$ cat src/rtl/calc_display_ctrl.sv
// calc_display_ctrl: captures a print burst of 8 digits and scans them onto 8 seven-segment displays.
// Ports: clock, reset (sync, active-high); status/data/pos from the calculator core;
// an (active-low digit enables, an[0] = least significant digit), seg ({g..a}, active-low);
// busy/err are registered decodes of status. Define LZ_BLANK_EN to blank leading zeros.
module calc_display_ctrl #(
  parameter int REFRESH_DIV = 100000,
  parameter int CNT_W = 17
) (
  input  logic       clock,
  input  logic       reset,
  input  logic [1:0] status,
  input  logic [3:0] data,
  input  logic [3:0] pos,
  output logic [7:0] an,
  output logic [6:0] seg,
  output logic       busy,
  output logic       err
);
  typedef enum logic [1:0] {IDLE, CAPTURE, COMMIT} state_t;
  state_t state, state_nx;
  logic [3:0] shadow [8];
  logic [3:0] visible [8];
  logic [CNT_W-1:0] cnt;
  logic [2:0] idx;
  logic wrap, blank, pos_ok;
  logic [6:0] glyph;
  assign wrap = cnt == CNT_W'(REFRESH_DIV - 1);
  assign pos_ok = pos >= 4'd1 && pos <= 4'd8;
  always_comb begin
    state_nx = IDLE;
    if (state == IDLE) state_nx = status == 2'b11 ? CAPTURE : IDLE;
    if (state == CAPTURE) state_nx = status == 2'b10 ? COMMIT : status == 2'b11 ? CAPTURE : IDLE;
  end
  always_ff @(posedge clock) begin
    if (reset) begin
      state <= IDLE;
      for (int i = 0; i < 8; i++) begin
        shadow[i] <= '0;
        visible[i] <= '0;
      end
    end else begin
      state <= state_nx;
      if (state == IDLE && status == 2'b11)
        for (int i = 0; i < 8; i++) shadow[i] <= '0;
      if (state == CAPTURE && status == 2'b11 && pos_ok) shadow[3'(pos - 4'd1)] <= data;
      if (state == COMMIT)
        for (int i = 0; i < 8; i++) visible[i] <= shadow[i];
    end
  end
  function automatic logic [6:0] dec(input logic [3:0] d);
    case (d)
      4'd0: dec = 7'b1000000;
      4'd1: dec = 7'b1111001;
      4'd2: dec = 7'b0100100;
      4'd3: dec = 7'b0110000;
      4'd4: dec = 7'b0011001;
      4'd5: dec = 7'b0010010;
      4'd6: dec = 7'b0000010;
      4'd7: dec = 7'b1111000;
      4'd8: dec = 7'b0000000;
      4'd9: dec = 7'b0010000;
      default: dec = 7'b1111111;
    endcase
  endfunction
`ifdef LZ_BLANK_EN
  // lead[i]: digit i and everything above it are zero
  logic [8:0] lead;
  always_comb begin
    lead = '0;
    lead[8] = 1'b1;
    for (int i = 7; i >= 0; i--) lead[i] = lead[i+1] && visible[i] == 4'd0;
    blank = idx != 3'd0 && lead[idx];
  end
`else
  assign blank = 1'b0;
`endif
  // error text "Erro" occupies indices 3..0; 4..7 stay dark
  assign glyph = status == 2'b00 ? (idx == 3'd3 ? 7'b0000110 : idx == 3'd0 ? 7'b0100011 :
                                    idx[2] ? 7'b1111111 : 7'b0101111)
               : blank ? 7'b1111111 : dec(visible[idx]);
  always_ff @(posedge clock) begin
    if (reset) begin
      cnt <= '0;
      idx <= '0;
      an <= 8'hFF;
      seg <= 7'h7F;
      busy <= 1'b0;
      err <= 1'b0;
    end else begin
      cnt <= wrap ? '0 : cnt + CNT_W'(1);
      idx <= idx + 3'(wrap);
      an <= ~(8'd1 << idx);
      seg <= glyph;
      busy <= status == 2'b01;
      err <= status == 2'b00;
    end
  end
endmodule

$ cat config.mk
export PLATFORM = sky130hd
export DESIGN_NAME = calc_display_ctrl
export DESIGN_NICKNAME = d
export VERILOG_FILES = /design/src/rtl/calc_display_ctrl.sv
export SDC_FILE = /design/constraint.sdc
export NUM_CORES = 1
export LEC_CHECK = 0
export ABC_AREA = 1
export CORE_MARGIN = 3
export CORE_UTILIZATION = 39
export DETAILED_ROUTE_END_ITERATION = 10
export GPL_TIMING_DRIVEN = 1
export SYNTH_ARGS = -nofsm -noshare
export SYNTH_HDL_FRONTEND = slang
export SYNTH_SLANG_ARGS = --single-unit
$ cat constraint.sdc
create_clock -name clock -period 2.8 [get_ports clock]
set_input_delay 0.42 -clock clock [delete_from_list [all_inputs] [get_ports clock]]
set_output_delay 0.42 -clock clock [all_outputs]
set_load 0.005 [all_outputs]
; ---- Word-level counts from Yosys, hierarchy flattened
; Memory sizes are Yosys's and may differ from the RTL's. A register that Yosys moved wholly into a read port is not among the register bits.
; Cells that the tools add are included.
[totals]
regBits = 39
ram_bits = 64
mem_bits_ro = 112
inputBits = 12
out_inout_bits = 17
memories = 3
[memory_table]
columns = memory, depth, width, rd, rd_ports_with_merged_regs, write_ports, line_no
row1 = (name not given), 16, 7, 1, 0, 0, 51  ; case (d)
row2 = shadow, 8, 4, 8, 0, 8, 21  ; logic [3:0] shadow [8];
row3 = visible, 8, 4, 1, 1, 8, 22  ; logic [3:0] visible [8];
[classes]
addsub = 3
magnitude_cmp = 2
n_eq_ne = 7
shifts = 1
mux = 39
bitwise = 17
n_reduce_logical = 9
[op_table]
columns = op, n
row1 = 2-to-1 mux 4 bit, 17
row2 = 2-to-1 mux 7 bit, 4
row3 = adder 17 x 1 -> 17 bit (second input constant), 1
row4 = == test 17 bit (second input constant), 1
row5 = OR 1 bit, 16
row6 = 2-to-1 mux 1 bit, 14
row7 = inverter 8 bit, 1
row8 = << shifter 1 x 3 -> 8 bit (first input constant), 1
row9 = == test 2 bit (second input constant), 3
row10 = 2-to-1 mux 3 bit, 2
row11 = == test 2 x 1 -> 1 bit (second input constant), 2
row12 = >= comparator 4 x 1 -> 1 bit (second input constant), 1
row13 = <= comparator 4 bit (second input constant), 1
row14 = logical AND 1 bit, 4
row15 = zero test 2 bit, 2
row16 = 2-to-1 mux 2 bit, 2
row17 = OR reduction 4 bit, 1
row18 = adder 3 x 1 -> 3 bit, 1
row19 = == test 3 x 2 -> 1 bit (second input constant), 1
row20 = zero test 3 bit, 1
row21 = subtractor 3 x 1 -> 3 bit (second input constant), 1
row22 = OR reduction 2 bit, 1

; ---- Depth between registers and ports, before layout
[depth]
ltp_word = 8
mapped_depth = 15
ltp_nobuf = 14

; ---- Worst setup path before layout
; Ideal clock, no wire load.
[synth_timing]
path_type = reg2reg
start = register state[1]
end = memory visible[0][0] (enable)
setup_ns = 0.466
arrival_time_ns = 2.684
required_ns = 2.334
slack_ns = -0.349
path_stages_with_launch = 3
synth_period_minus_slack_ns = 3.149
cell_sequence = dfxtp_1 > inv_1 > o21ai_0
[synth_lines]
columns = item, line_no
row1 = start: declaration, 20  ; state_t state, state_nx;
row2 = start signal: assignment, 42  ; state <= state_nx;
row3 = end: declaration, 22

; ---- Final worst setup path
[layout_timing]
start = register idx[0]
end = register seg[3]
[layout_between]
elab_chain_len = 4
[layout_lines]
columns = item, line_no
row1 = start: declaration, 24  ; logic [2:0] idx;
row2 = start signal: assignment, 91  ; idx <= idx + 3'(wrap);
row3 = zero test 3 bit, 78  ; assign glyph = status == 2'b00 ? (idx == 3'd3 ? 7'b0000110 : idx == 3'd0 ? 7'b0100011 :
row4 = 2-to-1 mux 7 bit, 78
row5 = 2-to-1 mux 7 bit (*) (2 in a row), 78
row6 = end signal: assignment, 93  ; seg <= glyph;
row7 = end: declaration, 15  ; output logic [6:0] seg,
; Mark *: on every way between the ends. The rest lies on a longest branch, timed or not.
; A chain may end at the register's enable or synchronous reset.

==> key figures <==
Placement
  – Final estimated routing congestion in global placement: 0.810
  – Post-place instance area: 5040 sq um
  – HPWL Detailed: 5820 um
  – Number of buffers inserted by port buffering: 28

CTS
  – Number of buffers created by CTS: 9
  – Resized Gates After CTS: 0
  – Post-CTS Hold Buffers: 0
  – Buffers from clock root to sink, at most: 2
  – Clock insertion delay at the later pin of the skew report: 0.34 ns
  – Number of H-tree levels: 3
  – Clock sink count: 103
  – Clock transition at path regs: 0.07 ns
  – Post-CTS setup buffer count: 0
  – Library cell used as clock root buffer: clkbuf_16
  – TritonCTS clock tree: done

Setup path
  – Worst path max stage delay: 0.63 ns
  – Buf/Inv on CP: 2
  – Most frequent CP cell: nand2_1
  – Startpoint type of the worst setup path: register
  – CP max FO: 13
  – Dominant delay contributor by cell family on the critical path: simple AND/OR/NAND/NOR gates
  – Critical Path Source: idx[0]
  – Cell type of the slowest stage on the worst timing path: dfxtp_1
  – Type of element capturing the critical path: register
  – Critical Path AT: 2.41 ns
  – CP Cell Sequence: buf_4 -> nand2_1 -> nand2_1 -> nand2_1 -> nand2_1 -> nand2_1 -> nand2_1 -> inv_1 -> ha_1 -> nand3_1 -> nand3_1 -> nand2_1 -> nand2_1 -> nand2_1
  – Type of the worst setup path: register to register
  – Origin of the critical flop-to-flop path: idx[0]
  – Required time of the worst setup path: 3.04 ns

GRT
  – Maximum number of pins on one net before global-route repair: 33
  – Antenna violations before repair: 0
  – Global route overflow: 0
  – Vias in the first global route: 3140
  – Total track usage: 13.5%
  – Global-route wire length before repair: 14100 um

Worst hold path
  – Hold/Removal Path Class: register to register
  – Critical hold path startpoint: state[1]

Layout
  – Layout Nets: 575
  – Total of fill cells in the finished design: 1083
  – Area of the multi-input gates: 1560 sq um
  – Synthesis-to-finish area growth: 15.9%
  – Design area: 5320 sq um
  – Sequential cell area: 2700 sq um
  – Fraction of layout cells with a size suffix above 1: 8.45%
  – Antenna cells: 0

Logic synthesis
  – Synth top area cells: edfxtp_1 42%, dfxtp_1 17%, nand2_1 12%
  – Cell area after synthesis: 4590 sq um
  – Most common flop cell mapped by yosys: edfxtp_1
  – Post-synth cell types: 33
  – FFs w/ async S/R, synth: 0%
  – List of most frequent post-synthesis cells: 144 x nand2_1, 98 x nor2_1, 67 x inv_1, 64 x edfxtp_1, 39 x dfxtp_1
  – Part of the Yosys area used for sequential elements: 58.9%
  – Cell with the most instances after synthesis: nand2_1
  – Syn avg cell area: 8.90 sq um
  – Number of warnings printed during yosys synthesis: 0
  – Top cell type's share of synthesized area: 41.9%
  – Net count after synthesis: 540
  – Flip-flop and latch count after synthesis: 103
  – Cell count after synthesis: 516
  – Number of enable flip-flop cells after synthesis: 64
  – Cell accounting for the most synthesized area: edfxtp_1

STA
  – Final Hold Viols: 0
  – Final setup violation count: 0
  – Unrepaired setup endpoints after global routing: no
  – Top achievable clock speed: 461 MHz
  – Ratio of final minimum period to clock period: 77.4%
  – Clock period minus worst slack: 2.17 ns
  – Final Max Tran Viols: 0
  – Transition time at the pin with the least slew margin: 0.524 ns
  – Setup skew after layout: 0.00518 ns
  – Slew headroom: 65.1%
  – Sum Neg Setup Slack: 0 ns

Routing
  – Via count: 3146
  – Residual antenna-violating net count after detailed routing: 0
  – Number of remaining DRC errors: 0
  – Initial DRT Pass Iterations: 4
  – Wirelength per Cell: 11.4 um
  – Final WL: 7920 um
  – Number of violations reported at the end of detailed-routing iteration 0: 133
  – Average via count per standard cell: 4.52

Floorplanning
  – DIE HEIGHT: 115 um
  – Initial Util: 41.1%
  – Area inside the core boundary: 11200 sq um
  – Full die area: 13100 sq um
  – Total number of placement rows: 38
  – Count of pins on the block boundary: 29
  – Width of the chip: 115 um

Power and ir drop
  – Proportion of power drawn by combinational gates: 5.9%
  – Clock power share: 39.1%
  – LEAKAGE: 0.00227 uW
  – Switching portion of total power: 23.1%
  – Pwr dens: 578 nW/um^2
  – Switching power total: 710 uW
  – Part of the total power dissipated in sequential elements: 55.0%
  – Internal power: 2360 uW
  – Peak supply drop: 345 uV

Outcome
  – Status: finished clean

Run
  – Max Cap Violations: 0
==> per-layer routing <==
| metal | wire length [um] | track usage, % | share of wire [%] |
|---|---|---|---|
| met1 | 4000 | 17.7 | 51 |
| met4 | 247 | 7.76 | 3.1 |
| met3 | 206 | 1.96 | 2.6 |
| met5 | 0 | 0 | 0 |
| met2 | 3470 | 21.3 | 44 |
==> final timing paths <==
path              slack [ns]        to  cells after the start
setup / recovery        0.63    seg[3]                     14
hold / removal          0.46  state[0]                      1
setup reg to reg        0.63    seg[3]                     14
hold reg to reg         0.46  state[0]                      1
==> power groups by stage <==
stage | Combinational, uW | Clock [uW] | Sequential (uW)
2_1_floorplan | 109 | 0 | 1720
3_3_place_gp | 180 | 0 | 1730
4_1_cts | 183 | 1240 | 1690
6_report | 180 | 1200 | 1690
5_1_grt | 209 | 1310 | 1700
3_5_place_dp | 182 | 0 | 1730
==> worst register-to-register path, stage by stage, from the launching register on <==
cell and delay [ns]:
dfxtp_1 0.63, buf_4 0.23, nand2_1 0.06, nand2_1 0.06, nand2_1 0.05, nand2_1 0.08
nand2_1 0.06, nand2_1 0.15, inv_1 0.11, ha_1 0.29, nand3_1 0.10, nand3_1 0.09
nand2_1 0.05, nand2_1 0.06, nand2_1 0.05
==> cell type report <==
class                      count  area share (%)
sequential                   103            50.8
multi-input combinational    331            29.4
timing repair buffer          34            6.11
inverter                      72            5.08
clock buffer                   9            4.23
tap                          140            3.29
clock inverter                 7            1.18
==> kinds of logic (layout without fill, tap and decap cells) <==
group           count (synthesis)  in the layout  synth area share [%]
compound gates                 15             15                  1.83
xor+xnor                        5              5                 0.954
fa+ha+maj                      12             12                  3.27
buf+inv                        82            122                  7.19
flops                         103            103                  58.9
simple gates                  299            299                  27.9
==> sequential cells by signal, summed over array words and instances, names as in the netlist <==
register  count
err           1
state         2
visible      32
cnt          17
idx           3
shadow       32
busy          1
an            8
seg           7
==> placed cells by master, fill, tap and decap left out, drive strengths merged, types with 2 or more instances in the layout <==
| cell type | instances |
|---|---|
| nand3b | 3 |
| edfxtp | 64 |
| xnor2 | 2 |
| clkinvlp | 3 |
| ha | 12 |
| nand3 | 26 |
| nor3 | 9 |
| clkbuf | 9 |
| dfxtp | 39 |
| xor2 | 3 |
| nand2 | 150 |
| a21oi | 10 |
| nand4 | 4 |
| or2 | 5 |
| clkdlybuf4s50 | 28 |
| inv | 76 |
| buf | 6 |
| nor2 | 100 |
| o21ai | 4 |
==> stage by stage <==
stage	instances	total power [uW]	hold WS, ns	setup slack [ns]	utilization, %
6_report	696	3070	0.457	0.632	47.6
5_1_grt	696	3220	0.468	0.397	47.6
4_1_cts	696	3120	0.453	0.588	47.6
3_5_place_dp	680	1910	0.439	0.366	45.1
3_3_place_gp	680	1910	0.437	0.402	45.1
2_1_floorplan	516	1830	0.416	0.517	-
(Power assumes the default switching activity.)
